$ cat src/rtl/gem_sort_pkg.sv
// Shared constants for the GEM-CLCT minimum-finder tree.
// Candidate layout is {vld, pri, xky, idx}, most-significant field first.
package gem_sort_pkg;

    localparam int unsigned PRI_W_DEF     = 10;
    localparam int unsigned XKY_W_DEF     = 10;
    localparam int unsigned IDX_W_MAX     = 6;
    localparam int unsigned NOMATCH_CNT_W = 16;

    // Equal priorities resolve to the lower window index
    localparam bit TIE_LOW_IDX = 1'b1;

    typedef struct packed {
        logic                 vld;
        logic [PRI_W_DEF-1:0] pri;
        logic [XKY_W_DEF-1:0] xky;
        logic [IDX_W_MAX-1:0] idx;
    } cand_t;

endpackage

$ cat src/rtl/gem_sort_node.sv
// Combinational compare-select of two candidates; with GEM_SORT_SECOND_EN
// defined it also produces the runner-up of the merged pair of subtrees.
module gem_sort_node
    import gem_sort_pkg::*;
#(
    parameter  int unsigned PRI_W = PRI_W_DEF,
    parameter  int unsigned XKY_W = XKY_W_DEF,
    parameter  int unsigned IDX_W = 4,
    localparam int unsigned CW    = 1 + PRI_W + XKY_W + IDX_W
) (
    input  logic [CW-1:0] a_best,
    input  logic [CW-1:0] b_best,
`ifdef GEM_SORT_SECOND_EN
    input  logic [CW-1:0] a_2nd,
    input  logic [CW-1:0] b_2nd,
    output logic [CW-1:0] second_c,
`endif
    output logic [CW-1:0] best_c
);

    function automatic logic beats(
        input logic             x_vld,
        input logic [PRI_W-1:0] x_pri,
        input logic [IDX_W-1:0] x_idx,
        input logic             y_vld,
        input logic [PRI_W-1:0] y_pri,
        input logic [IDX_W-1:0] y_idx
    );
        logic idx_win;
        idx_win = TIE_LOW_IDX ? (x_idx < y_idx) : (x_idx > y_idx);
        if (x_vld && y_vld) begin
            return (x_pri < y_pri) || ((x_pri == y_pri) && idx_win);
        end
        return x_vld;
    endfunction

    // Two invalid candidates collapse to an all-zero invalid candidate
    function automatic logic [CW-1:0] sel(input logic [CW-1:0] x, input logic [CW-1:0] y);
        if (!x[CW-1] && !y[CW-1]) begin
            return '0;
        end
        return beats(x[CW-1], x[CW-2 -: PRI_W], x[IDX_W-1:0],
                     y[CW-1], y[CW-2 -: PRI_W], y[IDX_W-1:0]) ? x : y;
    endfunction

`ifdef GEM_SORT_SECOND_EN
    logic a_wins_c;

    always_comb begin
        a_wins_c = 1'b0;
        best_c   = '0;
        second_c = '0;
        a_wins_c = beats(a_best[CW-1], a_best[CW-2 -: PRI_W], a_best[IDX_W-1:0],
                         b_best[CW-1], b_best[CW-2 -: PRI_W], b_best[IDX_W-1:0]);
        best_c   = sel(a_best, b_best);
        // Runner-up is the better of the loser's best and the winner's runner-up
        second_c = a_wins_c ? sel(b_best, a_2nd) : sel(a_best, b_2nd);
    end
`else
    always_comb begin
        best_c = '0;
        best_c = sel(a_best, b_best);
    end
`endif

endmodule

$ cat src/rtl/gem_clct_tree_sort.sv
// Pipelined binary-tree minimum finder over N_WIN GEM-CLCT windows, one level per
// clock. Runner-up outputs exist only when GEM_SORT_SECOND_EN is defined.
module gem_clct_tree_sort
    import gem_sort_pkg::*;
#(
    parameter  int unsigned N_WIN = 16,
    parameter  int unsigned PRI_W = PRI_W_DEF,
    parameter  int unsigned XKY_W = XKY_W_DEF,
    localparam int unsigned IDX_W = $clog2(N_WIN)
) (
    input  logic                     clock,
    input  logic                     reset_n,
    input  logic                     valid_in,
    input  logic [N_WIN-1:0]         win_vld,
    input  logic [N_WIN*PRI_W-1:0]   win_pri,
    input  logic [N_WIN*XKY_W-1:0]   gem_xky,
    input  logic                     cnt_clr,
    output logic                     valid_out,
    output logic                     best_vld,
    output logic [PRI_W-1:0]         pri_best,
    output logic [XKY_W-1:0]         xky_best,
    output logic [IDX_W-1:0]         win_best,
`ifdef GEM_SORT_SECOND_EN
    output logic [PRI_W-1:0]         pri_2nd,
    output logic [XKY_W-1:0]         xky_2nd,
    output logic [IDX_W-1:0]         win_2nd,
    output logic                     vld_2nd,
`endif
    output logic [NOMATCH_CNT_W-1:0] nomatch_cnt
);

    localparam int unsigned L      = IDX_W;
    localparam int unsigned CW     = 1 + PRI_W + XKY_W + IDX_W;
    localparam int unsigned N_NODE = N_WIN - 1;

    // Nodes are stored level by level: level k starts at N_WIN - (N_WIN >> (k-1))
    logic [CW-1:0] leaf   [N_WIN];
    logic [CW-1:0] node_c [N_NODE];
    logic [CW-1:0] node_q [N_NODE];
`ifdef GEM_SORT_SECOND_EN
    logic [CW-1:0] node2_c [N_NODE];
    logic [CW-1:0] node2_q [N_NODE];
`endif
    logic [L-1:0]  vld_sr;

    for (genvar i = 0; i < N_WIN; i++) begin : g_leaf
        assign leaf[i] = {win_vld[i], win_pri[i*PRI_W +: PRI_W],
                          gem_xky[i*XKY_W +: XKY_W], IDX_W'(i)};
    end

    for (genvar k = 1; k <= L; k++) begin : g_lvl
        localparam int unsigned NN   = N_WIN >> k;
        localparam int unsigned BASE = N_WIN - (N_WIN >> (k - 1));
        for (genvar j = 0; j < NN; j++) begin : g_node
            logic [CW-1:0] a_best;
            logic [CW-1:0] b_best;
`ifdef GEM_SORT_SECOND_EN
            logic [CW-1:0] a_2nd;
            logic [CW-1:0] b_2nd;
`endif
            if (k == 1) begin : g_from_leaf
                assign a_best = leaf[2*j];
                assign b_best = leaf[2*j+1];
`ifdef GEM_SORT_SECOND_EN
                assign a_2nd  = '0;
                assign b_2nd  = '0;
`endif
            end else begin : g_from_node
                localparam int unsigned PREV = N_WIN - (N_WIN >> (k - 2));
                assign a_best = node_q[PREV+2*j];
                assign b_best = node_q[PREV+2*j+1];
`ifdef GEM_SORT_SECOND_EN
                assign a_2nd  = node2_q[PREV+2*j];
                assign b_2nd  = node2_q[PREV+2*j+1];
`endif
            end

            gem_sort_node #(
                .PRI_W (PRI_W),
                .XKY_W (XKY_W),
                .IDX_W (IDX_W)
            ) u_node (
                .a_best   (a_best),
                .b_best   (b_best),
`ifdef GEM_SORT_SECOND_EN
                .a_2nd    (a_2nd),
                .b_2nd    (b_2nd),
                .second_c (node2_c[BASE+j]),
`endif
                .best_c   (node_c[BASE+j])
            );
        end
    end

    // Data registers load every cycle; only the valid shift register qualifies them
    always_ff @(posedge clock or negedge reset_n) begin
        if (!reset_n) begin
            for (int i = 0; i < N_NODE; i++) begin
                node_q[i] <= '0;
`ifdef GEM_SORT_SECOND_EN
                node2_q[i] <= '0;
`endif
            end
            vld_sr <= '0;
        end else begin
            for (int i = 0; i < N_NODE; i++) begin
                node_q[i] <= node_c[i];
`ifdef GEM_SORT_SECOND_EN
                node2_q[i] <= node2_c[i];
`endif
            end
            vld_sr[0] <= valid_in;
            for (int i = 1; i < L; i++) begin
                vld_sr[i] <= vld_sr[i-1];
            end
        end
    end

    assign valid_out = vld_sr[L-1];
    assign best_vld  = node_q[N_NODE-1][CW-1];
    assign pri_best  = node_q[N_NODE-1][CW-2 -: PRI_W];
    assign xky_best  = node_q[N_NODE-1][IDX_W +: XKY_W];
    assign win_best  = node_q[N_NODE-1][IDX_W-1:0];
`ifdef GEM_SORT_SECOND_EN
    assign vld_2nd   = node2_q[N_NODE-1][CW-1];
    assign pri_2nd   = node2_q[N_NODE-1][CW-2 -: PRI_W];
    assign xky_2nd   = node2_q[N_NODE-1][IDX_W +: XKY_W];
    assign win_2nd   = node2_q[N_NODE-1][IDX_W-1:0];
`endif

    // Counts presented results with no valid window; clear wins over increment
    always_ff @(posedge clock or negedge reset_n) begin
        if (!reset_n) begin
            nomatch_cnt <= '0;
        end else if (cnt_clr) begin
            nomatch_cnt <= '0;
        end else if (valid_out && !best_vld && (nomatch_cnt != '1)) begin
            nomatch_cnt <= nomatch_cnt + NOMATCH_CNT_W'(1);
        end
    end

endmodule

$ cat config.mk
export PLATFORM = sky130hd
export DESIGN_NAME = gem_clct_tree_sort
export DESIGN_NICKNAME = d
export VERILOG_FILES = /design/src/rtl/gem_sort_pkg.sv /design/src/rtl/gem_sort_node.sv /design/src/rtl/gem_clct_tree_sort.sv
export SDC_FILE = /design/constraint.sdc
export NUM_CORES = 1
export LEC_CHECK = 0
export BUFFER_PORTS_ARGS = -buffer_cell sky130_fd_sc_hd__buf_2
export CORE_MARGIN = 2
export CORE_UTILIZATION = 35
export CTS_CLUSTER_SIZE = 24
export DETAILED_ROUTE_END_ITERATION = 8
export GPL_ROUTABILITY_DRIVEN = 0
export PLACE_DENSITY = 0.56
export SLEW_MARGIN = 20
export SYNTH_ARGS = -nofsm -noshare
export SYNTH_HDL_FRONTEND = slang
export SYNTH_SLANG_ARGS = --single-unit
$ cat constraint.sdc
create_clock -name clock -period 2.24 [get_ports clock]
set_input_delay 0.224 -clock clock [delete_from_list [all_inputs] [get_ports clock]]
set_output_delay 0.224 -clock clock [all_outputs]
set_load 0.05 [all_outputs]
==> metrics.md, run 1 <==
| Metric | Value |
|---|---|
| Run status | finished with violations |
| Failing checks | setup timing |
| Setup slack after layout | -0.2409 ns |
| Startpoint class of the critical path | flop |
| Overall overflow remaining after global route | 0 |
| Via count | 16293 |
| Proportion of register bits with asynchronous set or reset after synthesis | 1.000 |
| Sink count of the clock tree | 365 |
| Slowest stage cell on the critical path | a2111oi_4 |
| Net count after synthesis | 2240 |
| Synthesized instance count | 1736 |
| Mean Syn Cell Area | 10.53 µm² |
| DRC violation count after routing | 0 |
| Actual slew at the worst max-slew pin | 0.8559 ns |
| Fraction of final layout cells with drive strength greater than 1 | 0.2869 |
| H-tree level count | 2 |
| Setup Crit Path Kind | reg2reg |
| Final critical delay including setup and external delays | 2.481 ns |
| WL per Instance | 17.42 µm |
| Starting density of the core | 0.3550 |
| Worst setup EP type | flop |
| Register area share after synthesis | 0.4995 |
| Clock latency on the worst-skew pair | 0.56 ns |
| Number of flip-flops and latches in the synthesized netlist | 365 |
| Total iterations of the first detailed-routing run | 5 |
| Total net switching power | 8078 µW |
| Via count of the first global-routing pass | 16823 |
| Number of slew-limit violations in the final report | 0 |
| Worst IR Drop VDD | 0.0005292 V |
| Routed Antenna Nets | 0 |
| Critical path fanouts, max | 5 |
| Final routed wirelength across all metal layers | 57250 µm |
| Number of antenna violations at the first check in global routing | 2 |
| Drt via density | 4.958 |
| Final Hold Vio Count | 0 |
| Skew final | 0.02087 ns |
| Cell variety after synth | 60 |
| Leak pwr | 0.01396 µW |
| Reg clk slew, reported paths | 0.06 ns |
| Max-capacitance violation count | 0 |
| Total of warnings raised by yosys | 0 |
| Top achievable clock speed | 403.1 MHz |
| Setup Viol. Count Final | 85 |
| Commonest non-fill, non-tap cells in the layout | buf_2 (381), dfrtp_1 (364), dlygate4sd3_1 (321), nand2_1 (224), inv_1 (190) |
| Stage delay of the slowest cell on the critical path | 0.43 ns |
| Worst-case headroom to the max-slew limit | 0.4294 |
| Max clock buf depth | 3 |
| Pin count of the biggest net entering global routing | 75 |
| Global-route wire length before repair | 87010 µm |
| CTS Buf Count | 40 |
| Cell total after placement | 2828 |
| Pwr per Cell Area | 872.0 mW/mm² |
| Routed metal-1 wire length | 25130 µm |
| DIE WIDTH | 232.6 µm |
| Highest metal used | met4 |
| Met3 Routed Length | 2898 µm |
| Die Span Y | 232.6 µm |
| Critical path buffers and inverters | 3 |
| Die Area | 0.05409 mm² |
| Hold/Removal Path Class | in2reg |
| I/O pin count | 382 |
| Top Family by Delay on Critical Path | compound AO/OA/AOI/OAI gates |
| Net switching fraction of the power | 0.3354 |
| RSZ-0062 raised after global routing | true |
| Root buffer cell | clkbuf_16 |
| Crit path required time | 2.64 ns |
| Cell-by-cell listing of the critical path | inv_1, ha_1, nand4_1, a2111oi_4, nor2b_2, a21oi_2, buf_6, buf_12, mux2i_2, nor2_1 |
| Part of the power in combinational logic | 0.366 |
| Post-placement worst setup slack | -0.1843 ns |
| Int Power | 16000 µW |
| Row count | 83 |
| Commonest non-fill, non-tap cell in the layout | buf_2 |
| Clock network power share | 0.271 |
| Count of flip-flops with a built-in enable after synthesis | 0 |
| Register share of total power | 0.363 |
| Number of input and output port buffers inserted | 381 |
| Starting DRC count in detailed routing | 842 |
| Summed instance area of the synthesized netlist | 0.01829 mm² |
| Layout-stage area growth over the synthesis result | 51.02% |
| CTS tree | yes |
| Post-DP HPWL | 38800 µm |
| Length of routed met2 wiring | 27540 µm |
| Arrival time of data at the critical path endpoint | 2.88 ns |
| Most instantiated flip-flop cell in the synthesis netlist | dfrtp_1 |
| Crit share post-route | 1.108 |
| Global-route usage over all layers | 0.2041 |
| Net total in the final layout | 3081 |
| Number of standard cells in the layout, taps in and fillers out | 3286 |
| Placeable core region | 0.05151 mm² |
[sequential cells by signal (all words and copies together), names as in the netlist]
name	cells
best_vld	1
win_best	4
g_lvl.g_node.b_best	161
nomatch_cnt	16
g_lvl.g_node.a_best	159
vld_sr	4
pri_best	10
xky_best	10
[cell type report]
class	instances	area, µm²
tap	680	850.8
clock inverter	13	163.9
fill	4439	23890
timing repair buffer	862	6760
clock buffer	56	1141
antenna	2	5.005
inverter	198	743.2
sequential	365	9135
multi-input combinational	1110	8818
[power by group through the flow]
stage / combinational (µW) / clock, µW / sequential [µW]
4_1_cts: 7630 / 6730 / 8670
2_1_floorplan: 3700 / 0 / 9030
3_3_place_gp: 6580 / 0 / 8760
5_1_grt: 9540 / 7040 / 8850
6_report: 8820 / 6530 / 8730
3_5_place_dp: 6720 / 0 / 8770
[per-layer routing]
| layer | vias to the layer above | global-route usage |
|---|---|---|
| li1 | 7736 | - |
| met1 | 7925 | 0.2668 |
| met2 | 499 | 0.3420 |
| met3 | 133 | 0.03615 |
| met4 | 0 | 0.06728 |
| met5 | - | 0 |
[synthesized netlist by cell type (21+ instances only)]
cell type  instances  area (µm²)
dfrtp_1          365        9134
nand2_1          224       840.8
ha_1             164        2052
mux2i_1           80       800.8
o21ai_0          104       520.5
nand3_1           30       150.1
a21oi_1           39       195.2
a22o_1           127        1112
o21ai_1           21       105.1
nand4_1           21       131.4
inv_1            198       743.2
nor2_1            97       364.1
clkbuf_1          35       131.4
[through the flow]
step                utilization  total power, µW  instance area (µm²)  hold slack [ns]  setup TNS, ns
floorplan                     -            12730                18290         -0.07159              0
CTS                      0.5167            23040                26620         0.006796         -5.339
detailed placement       0.4201            15490                21640           0.2105         -17.26
global placement         0.4201            15340                21640           0.2094         -7.725
finish                   0.5362            24080                27620          0.03511         -7.054
global route             0.5361            25430                27610         0.008573         -18.18
[logic make-up (layout without fill, tap and decap cells)]
kind of cell             after synthesis  count (layout)  share of synthesized area
flip-flops                           365             365                     0.4995
AND/OR/NAND/NOR                      444             444                     0.1089
adder cells (fa/ha/maj)              164             164                     0.1122
AO/OA/AOI/OAI                        403             407                     0.1676
multiplexers                          80              80                    0.04379
other                                  0               2                          0
buffers and inverters                265            1129                    0.06089
XOR/XNOR                              15              15                   0.007184
[worst reg2reg max path, cell delays in order, from the launching register on]
cell	delay, ns
dfrtp_1	0.39
inv_1	0.06
ha_1	0.28
nand4_1	0.24
a2111oi_4	0.43
nor2b_2	0.10
a21oi_2	0.20
buf_6	0.15
buf_12	0.13
mux2i_2	0.25
nor2_1	0.08
[final timing paths]
path / startpoint / end / slack [ns] / cells past startpoint
min: win_pri[133] / g_lvl[2].g_node[3].a_best[17] / 0.04 / 3
min in group asynchronous: reset_n / g_lvl[2].g_node[1].b_best[19] / 0.19 / 2
max reg2reg: g_lvl[2].g_node[1].b_best[16] / g_lvl[3].g_node[0].b_best[21] / -0.24 / 10
max: g_lvl[2].g_node[1].b_best[16] / g_lvl[3].g_node[0].b_best[21] / -0.24 / 10
min reg2reg: vld_sr[0] / vld_sr[1] / 0.35 / 0
max in group asynchronous: reset_n / g_lvl[3].g_node[0].a_best[21] / 1.18 / 3
[timing repair]
| action | CTS | global route |
|---|---|---|
| gates cloned | 5 | 12 |
| buffers inserted | 17 | 34 |
| endpoints found under the hold margin | 216 | 11 |
| hold buffers | 321 | 11 |
| resized for setup | 49 | 110 |
| pin swaps | 32 | 47 |
| endpoints found under the setup margin | 89 | 215 |
Power figures use the tool's default switching activity.
==> inputs of run 2 (changes only) <==
PLACE_DENSITY = 0.59   (was 0.56)
REMOVE_ABC_BUFFERS = 1   (was not set)
clock period = 2.2 ns   (was 2.24 ns; I/O delays follow)
==> metrics.md, run 2 (synthesized netlist as in run 1, its figures left out) <==
| Metric | Value |
|---|---|
| Starting density of the core | 0.3550 (unchanged) |
| Final routed wirelength across all metal layers | 58710 µm (+2.5%) |
| DIE WIDTH | 232.6 µm (unchanged) |
| Skew final | 0.02463 ns (+0.003756 ns) |
| Number of standard cells in the layout, taps in and fillers out | 3325 (+1.2%) |
| Critical path buffers and inverters | 3 (unchanged) |
| Crit share post-route | 1.117 (+0.009404) |
| Cell depth of the worst setup path | 10 (unchanged) |
| Run status | finished with violations |
| Commonest non-fill, non-tap cells in the layout | buf_2 (383), dfrtp_1 (360), dlygate4sd3_1 (320), nand2_1 (224), inv_1 (190) |
| Register share of total power | 0.346 (-0.017) |
| Number of antenna violations at the first check in global routing | 3 (+1) |
| Global-route wire length before repair | 86470 µm (-0.62%) |
| Final critical delay including setup and external delays | 2.457 ns (-0.02361 ns) |
| Net total in the final layout | 3116 (+1.1%) |
| Hold path depth | 2 (-1) |
| Crit path required time | 2.68 ns (+0.04 ns) |
| Max clock buf depth | 3 (unchanged) |
| Die Span Y | 232.6 µm (unchanged) |
| Placeable core region | 0.05151 mm² (unchanged) |
| Global-route usage over all layers | 0.2020 (-0.002144) |
| RSZ-0062 raised after global routing | true |
| Pwr per Cell Area | 911.8 mW/mm² (+4.6%) |
| Routed Antenna Nets | 0 (unchanged) |
| WL per Instance | 17.66 µm (+1.3%) |
| Clock latency on the worst-skew pair | 0.56 ns (about the same) |
| Clock network power share | 0.288 (+0.017) |
| Stage delay of the slowest cell on the critical path | 0.54 ns (+0.11 ns) |
| Max-capacitance violation count | 0 (unchanged) |
| Number of flip-flops under the largest register name | 161 (unchanged) |
| DRC violation count after routing | 0 (unchanged) |
| Failing checks | setup timing |
| Top Family by Delay on Critical Path | simple AND/OR/NAND/NOR gates |
| Startpoint class of the critical path | flop |
| Pin count of the biggest net entering global routing | 65 (-13%) |
| Overall overflow remaining after global route | 0 (unchanged) |
| Post-DP HPWL | 38890 µm (+0.22%) |
| Sink count of the clock tree | 365 (unchanged) |
| Part of the power in combinational logic | 0.366 (about the same) |
| Net switching fraction of the power | 0.3269 (-0.008537) |
| Setup Crit Path Kind | reg2reg |
| Int Power | 17330 µW (+8.3%) |
| Cell total after placement | 2847 (+0.67%) |
| H-tree level count | 2 (unchanged) |
| Slowest stage cell on the critical path | or4b_4 |
| Number of fill cells in the layout | 4285 (-3.5%) |
| CTS Buf Count | 41 (+2.5%) |
| Die Area | 0.05409 mm² (unchanged) |
| Starting DRC count in detailed routing | 946 (+12%) |
| Leak pwr | 0.01430 µW (+2.4%) |
| Layout-stage area growth over the synthesis result | 54.43% |
| Fraction of final layout cells with drive strength greater than 1 | 0.3030 (+0.01608) |
| Setup Viol. Count Final | 126 (+48%) |
| Drt via density | 4.963 (about the same) |
| Hold/Removal Path Class | in2reg |
| Setup_tns | -14.18 ns (-7.127 ns) |
| Total iterations of the first detailed-routing run | 5 (unchanged) |
| Cell-by-cell listing of the critical path | ha_4, a21o_1, a21oi_2, nor3b_2, or4b_4, buf_6, a21oi_4, buf_6, clkbuf_16, a22o_1 |
| Root buffer cell | clkbuf_16 |
| Worst setup EP type | flop |
| Cell repeated most along the worst path | buf_6 |
| Number of input and output port buffers inserted | 381 (unchanged) |
| Total net switching power | 8419 µW (+4.2%) |
| Worst reg-to-reg path cell count | 10 (unchanged) |
| Number of slew-limit violations in the final report | 0 (unchanged) |
| Row count | 83 (unchanged) |
| Arrival time of data at the critical path endpoint | 2.94 ns (+0.06 ns) |
| Worst IR Drop VDD | 0.0006230 V (+18%) |
| Via count | 16502 (+1.3%) |
| CTS tree | yes |
| Via count of the first global-routing pass | 17147 (+1.9%) |
| Worst-case headroom to the max-slew limit | 0.4397 (+0.01035) |
| Commonest non-fill, non-tap cell in the layout | buf_2 |
| Final Hold Vio Count | 0 (unchanged) |
| Reg clk slew, reported paths | 0.06 ns (about the same) |
| Top achievable clock speed | 407.0 MHz (+0.96%) |
| Actual slew at the worst max-slew pin | 0.8404 ns (-0.01552 ns) |
| Setup slack after layout | -0.2573 ns (-0.01639 ns) |
| I/O pin count | 382 (unchanged) |
| Critical path fanouts, max | 5 (unchanged) |
-- run 2: area by class of cell --
cell class                 instances  area, µm²  area share
timing repair buffer             898       7173      0.2540
clock buffer                      53       1141     0.04040
inverter                         198      743.2     0.02632
antenna                            1      2.502  0.00008861
clock inverter                    22      341.6     0.01209
tap                              680      850.8     0.03013
sequential                       365       9140      0.3236
multi-input combinational       1108       8850      0.3134
-- run 2: metal layers --
layer	vias up	GRT usage	part of all wire
li1	7790	-	-
met5	-	0	0
met4	0	0.08778	0.037
met2	569	0.3396	0.49
met1	7971	0.2576	0.43
met3	172	0.03113	0.051
-- run 2: metrics by stage --
stage	total power, µW	utilization	cell area (µm²)	worst slack (ns)	hold slack [ns]
floorplan	12720	-	17920	-1.361	-0.07559
global placement	15680	0.4231	21800	-0.2032	0.2114
detailed placement	15840	0.4231	21800	-0.2260	0.2170
CTS	24380	0.5234	26960	-0.1940	0.002552
global route	27120	0.5482	28240	-0.3201	0.01062
finish	25750	0.5483	28240	-0.2573	0.02680
-- run 2: power groups by stage --
stage	Sequential (µW)	Combinational [µW]	Clock [µW]
2_1_floorplan	9190	3520	0
3_3_place_gp	8920	6760	0
3_5_place_dp	8920	6920	0
4_1_cts	8830	7900	7640
5_1_grt	9020	10100	7960
6_report	8900	9430	7420
-- run 2: timing repair --
item,in CTS,in global routing
gates resized for setup,52,126
cloned,3,22
hold endpoints to repair,217,22
setup buffers,17,44
hold buffers,321,22
setup endpoints to repair,97,219
pin swaps,16,69
-- run 2: final timing paths --
kind,from,end,slack (ns)
worst max-delay path,g_lvl[3].g_node[1].a_best[17],g_lvl[4].g_node[0].b_best[16],-0.26
worst max register to register,g_lvl[3].g_node[1].a_best[17],g_lvl[4].g_node[0].b_best[16],-0.26
min in group asynchronous,reset_n,g_lvl[2].g_node[1].b_best[18],0.21
max in group asynchronous,reset_n,g_lvl[4].g_node[0].b_best[0],1.19
worst min-delay path,cnt_clr,nomatch_cnt[0],0.03
worst min register to register,vld_sr[0],vld_sr[1],0.35
==> inputs of run 3 (changes only) <==
CORE_UTILIZATION = 50   (was 35)
PLACE_DENSITY = 0.77   (was 0.59)
==> metrics.md, run 3 (synthesized netlist as in run 1, its figures left out) <==
| Metric | Value |
|---|---|
| Global-route wire length before repair | 96210 µm (+11%) |
| Register share of total power | 0.348 (+0.002) |
| Drt via density | 5.940 (+20%) |
| Pin count of the biggest net entering global routing | 89 (+37%) |
| Number of flip-flops under the largest register name | 161 (unchanged) |
| Clock latency on the worst-skew pair | 0.53 ns (-0.03 ns) |
| Net switching fraction of the power | 0.3407 (+0.01382) |
| Layout-stage area growth over the synthesis result | 51.01% |
| Root buffer cell | clkbuf_16 |
| Final core utilization | 0.7598 (+0.2115) |
| Worst IR Drop VDD | 0.0007992 V (+28%) |
| CTS Buf Count | 38 (-7.3%) |
| Via count | 18112 (+9.8%) |
| DRC violation count after routing | 0 (unchanged) |
| Die Area | 0.03812 mm² (-30%) |
| DIE WIDTH | 195.2 µm (-16%) |
| Net total in the final layout | 3051 (-2.1%) |
| Number of standard cells in the layout, taps in and fillers out | 3049 (-8.3%) |
| Failing checks | setup timing |
| CTS tree | yes |
| Commonest non-fill, non-tap cell in the layout | buf_2 |
| Overall overflow remaining after global route | 0 (unchanged) |
| Startpoint class of the critical path | flop |
| Busiest grt layer | met2 |
| I/O pin count | 382 (unchanged) |
| Skew final | 0.02227 ns (-0.002359 ns) |
| Starting density of the core | 0.5031 (+0.1481) |
| Starting DRC count in detailed routing | 1688 (+78%) |
| Int Power | 16960 µW (-2.1%) |
| Final Hold Vio Count | 0 (unchanged) |
| Hold/Removal Path Class | in2reg |
| Row count | 70 (-16%) |
| Number of slew-limit violations in the final report | 0 (unchanged) |
| Routed Antenna Nets | 0 (unchanged) |
| Global-route usage over all layers | 0.3186 (+0.1166) |
| Run status | finished with violations |
| Crit path required time | 2.60 ns (-0.08 ns) |
| Crit share post-route | 1.167 (+0.04976) |
| Post-DP HPWL | 36340 µm (-6.6%) |
| Via count of the first global-routing pass | 18678 (+8.9%) |
| GRT met3 Usage | 0.06598 (+0.03485) |
| H-tree level count | 2 (unchanged) |
| Actual slew at the worst max-slew pin | 0.9371 ns (+0.09670 ns) |
| Worst setup EP type | flop |
| Sink count of the clock tree | 365 (unchanged) |
| Total iterations of the first detailed-routing run | 5 (unchanged) |
| Pwr per Cell Area | 931.8 mW/mm² (+2.2%) |
| Setup slack after layout | -0.3668 ns (-0.1095 ns) |
| Leak pwr | 0.01394 µW (-2.6%) |
| Critical path fanouts, max | 5 (unchanged) |
| Part of the power in combinational logic | 0.386 (+0.020) |
| Final routed wirelength across all metal layers | 68270 µm (+16%) |
| Clock network power share | 0.267 (-0.021) |
| RSZ-0062 raised after global routing | true |
| Worst-case headroom to the max-slew limit | 0.3687 (-0.07107) |
| Arrival time of data at the critical path endpoint | 2.97 ns (+0.03 ns) |
| Total non-filler cell area in the finished layout | 0.02762 mm² (-2.2%) |
| Placed instance area | 0.02133 mm² (-2.1%) |
| Max-capacitance violation count | 0 (unchanged) |
| Met1 usage in global routing | 0.3762 (+0.1185) |
| Die Span Y | 195.2 µm (-16%) |
| Number of input and output port buffers inserted | 381 (unchanged) |
| Fraction of final layout cells with drive strength greater than 1 | 0.3174 (+0.01447) |
| Final critical delay including setup and external delays | 2.567 ns (+0.1095 ns) |
| Number of antenna violations at the first check in global routing | 4 (+1) |
| Placeable core region | 0.03635 mm² (-29%) |
| Reg clk slew, reported paths | 0.06 ns (about the same) |
| Cell total after placement | 2610 (-8.3%) |
| Commonest non-fill, non-tap cells in the layout | buf_2 (378), dfrtp_1 (358), dlygate4sd3_1 (282), nand2_1 (222), inv_1 (186) |
| Setup Viol. Count Final | 164 (+30%) |
| Top achievable clock speed | 389.6 MHz (-4.3%) |
| WL per Instance | 22.39 µm (+27%) |
| Met2 layer usage reported by global route | 0.5356 (+0.1960) |
| Setup Crit Path Kind | reg2reg |
| Total net switching power | 8768 µW (+4.1%) |
| Max clock buf depth | 3 (unchanged) |
## run 3: cell count changes in the layout (fill, tap and decap cells not counted), moves of 6 or more
cell | before | now
mux2i_1 | 56 | 50
ha_4 | 24 | 37
buf_4 | 133 | 114
ha_1 | 140 | 127
dlygate4sd3_1 | 320 | 282
## run 3: layout make-up
type                            instances  area (µm²)
Antenna cell                            4       10.01
Clock buffer                           56        1172
Clock inverter                         14       185.2
Fill cell                            1973        8732
Inverter                              198       743.2
Multi-Input combinational cell       1108        9205
Sequential cell                       365        9143
Tap cell                              468       585.6
Timing Repair Buffer                  836        6571
## run 3: path summary, 6_finish.rpt
kind                                               start  cells after the start  slack (ns)                             to
hold / removal                              gem_xky[133]                      3        0.01   g_lvl[2].g_node[3].a_best[7]
setup reg to reg           g_lvl[2].g_node[3].b_best[21]                     10       -0.37  g_lvl[3].g_node[1].b_best[10]
max in group asynchronous                        reset_n                      3        1.16  g_lvl[3].g_node[1].a_best[15]
hold reg to reg                                vld_sr[0]                      0        0.35                      vld_sr[1]
min in group asynchronous                        reset_n                      2        0.20   g_lvl[2].g_node[1].a_best[6]
setup / recovery           g_lvl[2].g_node[3].b_best[21]                     10       -0.37  g_lvl[3].g_node[1].b_best[10]
## run 3: what timing repair did
| action | CTS | global route |
|---|---|---|
| resized for setup | 72 | 182 |
| buffers inserted | 20 | 46 |
| hold endpoints to repair | 211 | 3 |
| endpoints found under the setup margin | 100 | 269 |
| pin swaps | 29 | 78 |
| gates cloned | 6 | 17 |
| hold buffers | 286 | 3 |
## run 3: per-layer routing
layer / vias up / wire [µm]
li1: 7672 / -
met1: 8800 / 25100
met4: 0 / 5028
met2: 1201 / 32800
met3: 439 / 5334
met5: - / 0
## run 3: critical path: stages (launching register included)
cell and delay, ns:
dfrtp_1 0.43, inv_1 0.14, ha_4 0.21, a211oi_1 0.28, nor2_1 0.13, a2111o_1 0.36
a21oi_4 0.25, buf_6 0.15, buf_12 0.14, mux2i_4 0.28, nor2_1 0.07
## run 3: power by group through the flow
stage	combinational (µW)	clock [µW]	sequential, µW
after floorplan	3520	0	9190
after global placement	6580	0	8810
after detailed placement	6790	0	8840
after CTS	7780	6860	8750
after global routing	10500	7230	9030
final	9920	6870	8940
## run 3: per-stage QoR
stage	worst slack (ns)	power [µW]	hold WS, ns	setup TNS, ns
after floorplan	-1.361	12720	-0.07559	-107.20
after global placement	-0.1711	15380	0.1410	-6.499
after detailed placement	-0.2034	15630	0.1427	-12.31
after CTS	-0.1546	23390	0.001106	-6.910
after global routing	-0.3840	26740	-0.009117	-31.76
final	-0.3668	25730	0.01002	-22.95
